$ cat src/rtl/sram_port_ctrl.sv
// Valid/ready front end for the 1024x32 SRAM wrapper: strobe generation,
// post-reset init sweep, and a 2-entry read-response FIFO with backpressure.

module sram_port_ctrl_lane #(
  parameter int VEC_W = 8
) (
  input  logic             init,
  input  logic             wr,
  input  logic             be,
  input  logic [VEC_W-1:0] wdata,
  input  logic [VEC_W-1:0] iword,
  output logic [VEC_W-1:0] din,
  output logic [VEC_W-1:0] bm
);
  always_comb begin
    din = '0;
    bm  = '0;
    if (init) begin
      din = iword;
      bm  = '1;
    end else if (wr) begin
      din = wdata;
      bm  = be ? '1 : '0;
    end
  end
endmodule

module sram_port_ctrl #(
  parameter int          ADDR_W    = 10,
  parameter bit          INIT_EN   = 1'b1,
  parameter logic [31:0] INIT_WORD = 32'h0000_0000
) (
  input  logic              CLK,
  input  logic              RST_N,
  input  logic              req_valid,
  output logic              req_ready,
  input  logic              req_we,
  input  logic [ADDR_W-1:0] req_addr,
  input  logic [3:0]        req_be,
  input  logic [31:0]       req_wdata,
  output logic              rsp_valid,
  input  logic              rsp_ready,
  output logic [31:0]       rsp_rdata,
  output logic              init_done,
  output logic [ADDR_W-1:0] ADDR,
  output logic [31:0]       DIN,
  output logic [31:0]       BM,
  output logic              MEN,
  output logic              WEN,
  output logic              REN,
  input  logic [31:0]       DOUT
);
  localparam int NUM_LANES = 4;
  localparam int VEC_W     = 8;

  localparam logic [1:0] ST_START = 2'd0;
  localparam logic [1:0] ST_INIT  = 2'd1;
  localparam logic [1:0] ST_RUN   = 2'd2;

  typedef struct packed {
    logic              we;
    logic [ADDR_W-1:0] addr;
    logic [3:0]        be;
    logic [31:0]       wdata;
  } req_t;

  req_t              req;
  logic [1:0]        state;
  logic [ADDR_W-1:0] icnt;
  logic              init_act, run;
  logic              acc, rd_acc, wr_acc;
  logic              rd_pend, push, pop;
  logic [1:0]        cnt;
  logic [2:0]        occ;
  logic              wp, rp;
  logic [1:0][31:0]  fifo;

  logic [NUM_LANES-1:0][VEC_W-1:0] din_l, bm_l;

  assign req = '{we: req_we, addr: req_addr, be: req_be, wdata: req_wdata};

  // ---------------- state machine and init sweep ----------------
  always_ff @(posedge CLK or negedge RST_N) begin
    if (!RST_N) begin
      state <= ST_START;
      icnt  <= '0;
    end else begin
      unique case (state)
        ST_START: state <= INIT_EN ? ST_INIT : ST_RUN;
        ST_INIT: begin
          icnt <= icnt + 1'b1;
          if (&icnt) state <= ST_RUN;
        end
        default: state <= ST_RUN;
      endcase
    end
  end

  assign init_act  = (state == ST_INIT);
  assign run       = (state == ST_RUN);
  assign init_done = run;

  // Outstanding reads = FIFO entries plus the read in flight in the macro;
  // a same-cycle pop frees a slot, so it is credited before comparing.
  assign pop       = rsp_valid && rsp_ready;
  assign occ       = {1'b0, cnt} + {2'b0, rd_pend};
  assign req_ready = run && (occ < (3'd2 + {2'b0, pop}));

  assign acc    = req_valid && req_ready;
  assign rd_acc = acc && !req.we;
  assign wr_acc = acc && req.we;

  // ---------------- wrapper strobes ----------------
  assign MEN  = init_act || acc;
  assign WEN  = init_act || wr_acc;
  assign REN  = rd_acc;
  assign ADDR = init_act ? icnt : (acc ? req.addr : '0);

  for (genvar i = 0; i < NUM_LANES; i++) begin : g_lane
    sram_port_ctrl_lane #(.VEC_W(VEC_W)) u_lane (
      .init  (init_act),
      .wr    (wr_acc),
      .be    (req.be[i]),
      .wdata (req.wdata[i*VEC_W +: VEC_W]),
      .iword (INIT_WORD[i*VEC_W +: VEC_W]),
      .din   (din_l[i]),
      .bm    (bm_l[i])
    );
  end

  assign DIN = din_l;
  assign BM  = bm_l;

  // ---------------- read pipeline and response FIFO ----------------
  // DOUT is valid the cycle after a read strobe, so capture it on the next edge.
  assign push = rd_pend;

  always_ff @(posedge CLK or negedge RST_N) begin
    if (!RST_N) begin
      rd_pend <= 1'b0;
      cnt     <= '0;
      wp      <= 1'b0;
      rp      <= 1'b0;
      fifo    <= '0;
    end else begin
      rd_pend <= rd_acc;
      if (push) begin
        fifo[wp] <= DOUT;
        wp       <= ~wp;
      end
      if (pop) rp <= ~rp;
      unique case ({push, pop})
        2'b10:   cnt <= cnt + 2'd1;
        2'b01:   cnt <= cnt - 2'd1;
        default: cnt <= cnt;
      endcase
    end
  end

  assign rsp_valid = (cnt != 2'd0);
  assign rsp_rdata = fifo[rp];

endmodule

$ cat config.mk
export PLATFORM = sky130hd
export DESIGN_NAME = sram_port_ctrl
export DESIGN_NICKNAME = d
export VERILOG_FILES = /design/src/rtl/sram_port_ctrl.sv
export SDC_FILE = /design/constraint.sdc
export NUM_CORES = 1
export LEC_CHECK = 0
export CORE_ASPECT_RATIO = 2
export CORE_MARGIN = 4
export CORE_UTILIZATION = 45
export CTS_CLUSTER_SIZE = 40
export DETAILED_ROUTE_END_ITERATION = 10
export HOLD_SLACK_MARGIN = 0.12
export PLACE_DENSITY = 0.89
export SETUP_SLACK_MARGIN = 0.02
export SLEW_MARGIN = 25
export SYNTH_ARGS = -nofsm -noshare
export SYNTH_HDL_FRONTEND = slang
export SYNTH_SLANG_ARGS = --single-unit
$ cat constraint.sdc
create_clock -name CLK -period 3.4 [get_ports CLK]
set_clock_uncertainty 0.05 [all_clocks]
set_input_delay 0.68 -clock CLK [delete_from_list [all_inputs] [get_ports CLK]]
set_output_delay 0.68 -clock CLK [all_outputs]
set_load 0.01 [all_outputs]
==> reports/metrics.yaml <==
pwr:
  max-vdd-ir-drop_v: 0.000282
  leakagePower_nw: 3.21
  cellPowerDensity_nw_per_um2: 450
  power_mw: 3.04
worst_setup_path:
  cell_seen_most_often_among_critical_path_stages: "ha_1"
  worstPathCellList: "ha_1, ha_1, and4bb_2, buf_4, a41o_2, clkdlybuf4s50_1"
  cp_num_cells: 6
  crit_path_max_fanout: 8
  cp.required_ns: 2.67
  crit_slowest_cell: "clkdlybuf4s50_1"
  worst-r2r-cell-count: 6
  critical-path-top-delay-family: "buffers and inverters"
  timing.critical_path.buf_inv: 2
  start_kind: "register"
  worst_path_max_stage_delay_ns: 0.57
  timing.critical_path.to_type: "output port"
  cp.arrival_ns: 2.60
  path_class: "reg2out"
die:
  die_width_um: 78.1
  die_area_um2: 11600
  design.portCount: 195
  rows: 51
  coreArea_um2: 9700
  dieHeight_um: 148
  initial_standard_cell_utilization_of_the_core_pct: 45.6
final_layout:
  finish.instance_area_um2: 6760
  final_layout_size_suffix_gt1_share_pct: 32.6
  antenna_cells: 0
  area_growth_pct: 52.9
  layout_common_cells: "137 x clkdlybuf4s50_1, 94 x mux2_2, 81 x dfrtp_1, 49 x dlymetal6s2s_1, 32 x nor3b_2"
  mostFrequentLayoutCell: "clkdlybuf4s50_1"
  final_core_utilization_pct: 69.7
  post_layout_nonfiller_instances: 638
  fin_nets: 589
drt:
  drtAntennaViolNets: 0
  route.vias.total: 3323
  wirelength_per_cell_um: 19.0
  totalWireLength_mm: 12.1
  first_pass_iteration_count_of_the_detailed_router: 4
  route.detailed.drc: 0
  drt-initial-drc-count: 116
  detail_route.vias_per_cell: 5.21
placement:
  preCtsSetupSlack_ns: 0.0513
  buffer_ports.inserted: 194
  gp_routability_congestion: 0.826
  post-dp-hpwl_mm: 9.27
  dpl-instance-area_um2: 6330
  dp.cells: 623
yosys:
  synth-xor-area-share_pct: 2.77
  async_flop_share_pct: 100
  yosysWarningCount: 0
  synth_cell_type_count: 37
  synth.avg_cell_area_um2: 13.3
  number_of_flops_mapped_to_enable_cells_by_yosys: 0
  syn_inst: 332
  synthAdderAreaFrac_pct: 1.13
  yosys-mux-area-fraction_pct: 24.4
  synth_flop_cell: "dfrtp_1"
  post_synth_and_or_nand_nor_area_fraction_pct: 13.2
  synth_nets: 419
  main_combinational_cell_family_by_area_after_synthesis: "multiplexers"
  area_fraction_in_compound_gates_after_synthesis_pct: 4.16
  synth_sequential_area_ratio_pct: 45.8
  synth.ff_latch_count: 81
  netlist_area_um2: 4420
timing:
  timing_max_transition_violations_final: 0
  rsz0062_at_grt: "no"
  fin_setup_tns_ns: 0
  hold_ws_ns: 0.341
  finalCriticalPeriod_ns: 3.33
  finalWorstSetupSlack_ns: 0.0739
  worst_max_slew_margin_expressed_relative_to_the_limit_pct: 34.7
  maxClockFrequency_ghz: 0.301
  final_hold_vio_count: 0
  setup_viol: 0
  worstMarginPinSlew_ns: 0.977
  period_share_pct: 97.8
clocking:
  cts_htree_levels: 3
  cts.path.max_buffers: 2
  cts_num_sinks: 81
  postCtsSetupBuffers: 0
  tritoncts: "yes"
  clkTransAtPathRegs_ns: 0.06
  cts_inserted_buffers: 9
  cts_root_buffer: "clkbuf_16"
  insertion_delay_ns: 0.32
grt:
  antenna_found_initial: 0
  grt_use_total_pct: 21.3
  gr-total-overflow: 0
  first_global_vias: 3889
  maximum_number_of_pins_on_one_net_before_global_route_repair: 82
  global_route_wire_length_before_repair_mm: 19.1
flow_run:
  maxCapViolCount: 0
min_path:
  holdCritPathClass: "in2async"
run_status:
  run_status: "completed"
[flip-flops by register name, summed over array words and instances, names as in the netlist]
| signal | count |
|---|---|
| fifo | 64 |
| icnt | 10 |
| cnt | 2 |
| state | 2 |
| push | 1 |
| rp | 1 |
| wp | 1 |
[worst register-to-register path, delay by kind of cell (launching register included)]
kind | cells | cell delay, ns
and+or+nand+nor | 2 | 0.55
adders and majority gates | 2 | 0.47
DFF | 1 | 0.41
buffers and inverters | 2 | 0.31
[path summary, 6_finish.rpt]
| path | startpoint | endpoint | slack, ns |
|---|---|---|---|
| worst min-delay path | RST_N | fifo[38] | 0.34 |
| worst min register to register | fifo[5] | fifo[5] | 0.44 |
| max in group asynchronous | RST_N | fifo[15] | 2.47 |
| worst max register to register | push | push | 1.54 |
| min in group CLK | fifo[5] | fifo[5] | 0.44 |
| worst max-delay path | push | BM[26] | 0.07 |
[layout make-up]
| class | count | area (µm²) |
|---|---|---|
| Tap cell | 132 | 165 |
| Clock inverter | 5 | 81.3 |
| Fill cell | 684 | 2940 |
| Timing Repair Buffer | 208 | 2220 |
| Clock buffer | 10 | 229 |
| Inverter | 3 | 11.3 |
| Sequential cell | 81 | 2030 |
| Multi-Input combinational cell | 199 | 2030 |
[power by group]
part | switching, mW | leakage, nW | total, mW | internal, mW
Clock | 0.356 | 0.149 | 0.995 | 0.639
Combinational | 0.436 | 2.03 | 0.995 | 0.559
Sequential | 0.0502 | 1.04 | 1.05 | 1.00
[synth_stat cells, types with 2 or more instances]
cell      n  area (µm²)
a32o_1    8        80.1
dfrtp_1  81        2030
nand4_1   2        12.5
nor3b_2  32         400
o21ai_0   2        10.0
xor2_1    6        52.6
a41o_1    5        50.1
inv_1     3        11.3
mux2_2   94        1060
nand2_1  11        41.3
buf_4    30         225
buf_6     7        78.8
mux2_1    2        22.5
nor3b_1   2        15.0
nor2b_1   2        12.5
xnor2_1   8        70.1
nor3_1    2        10.0
buf_2    11        55.1
nor2_1    3        11.3
ha_1      4        50.1
[cell families after synthesis]
group / count (synthesis)
AND/OR/NAND/NOR: 64
XOR/XNOR: 14
flip-flops: 81
AO/OA/AOI/OAI: 21
multiplexers: 96
adder cells (fa/ha/maj): 4
buffers and inverters: 52
[metal layers]
| layer | track usage [%] | vias up | part of all wire [%] |
|---|---|---|---|
| met3 | 6.24 | 23 | 8.1 |
| met2 | 38.6 | 186 | 53 |
| li1 | - | 1504 | - |
| met1 | 22.7 | 1610 | 36 |
| met5 | 0 | - | 0 |
| met4 | 8.58 | 0 | 3.0 |
[timing repair]
item | CTS | global route
pin swaps | 1 | 0
endpoints found under the setup margin | 59 | 55
hold buffers | 0 | 0
gates resized for setup | 13 | 49
(Power assumes the default switching activity.)
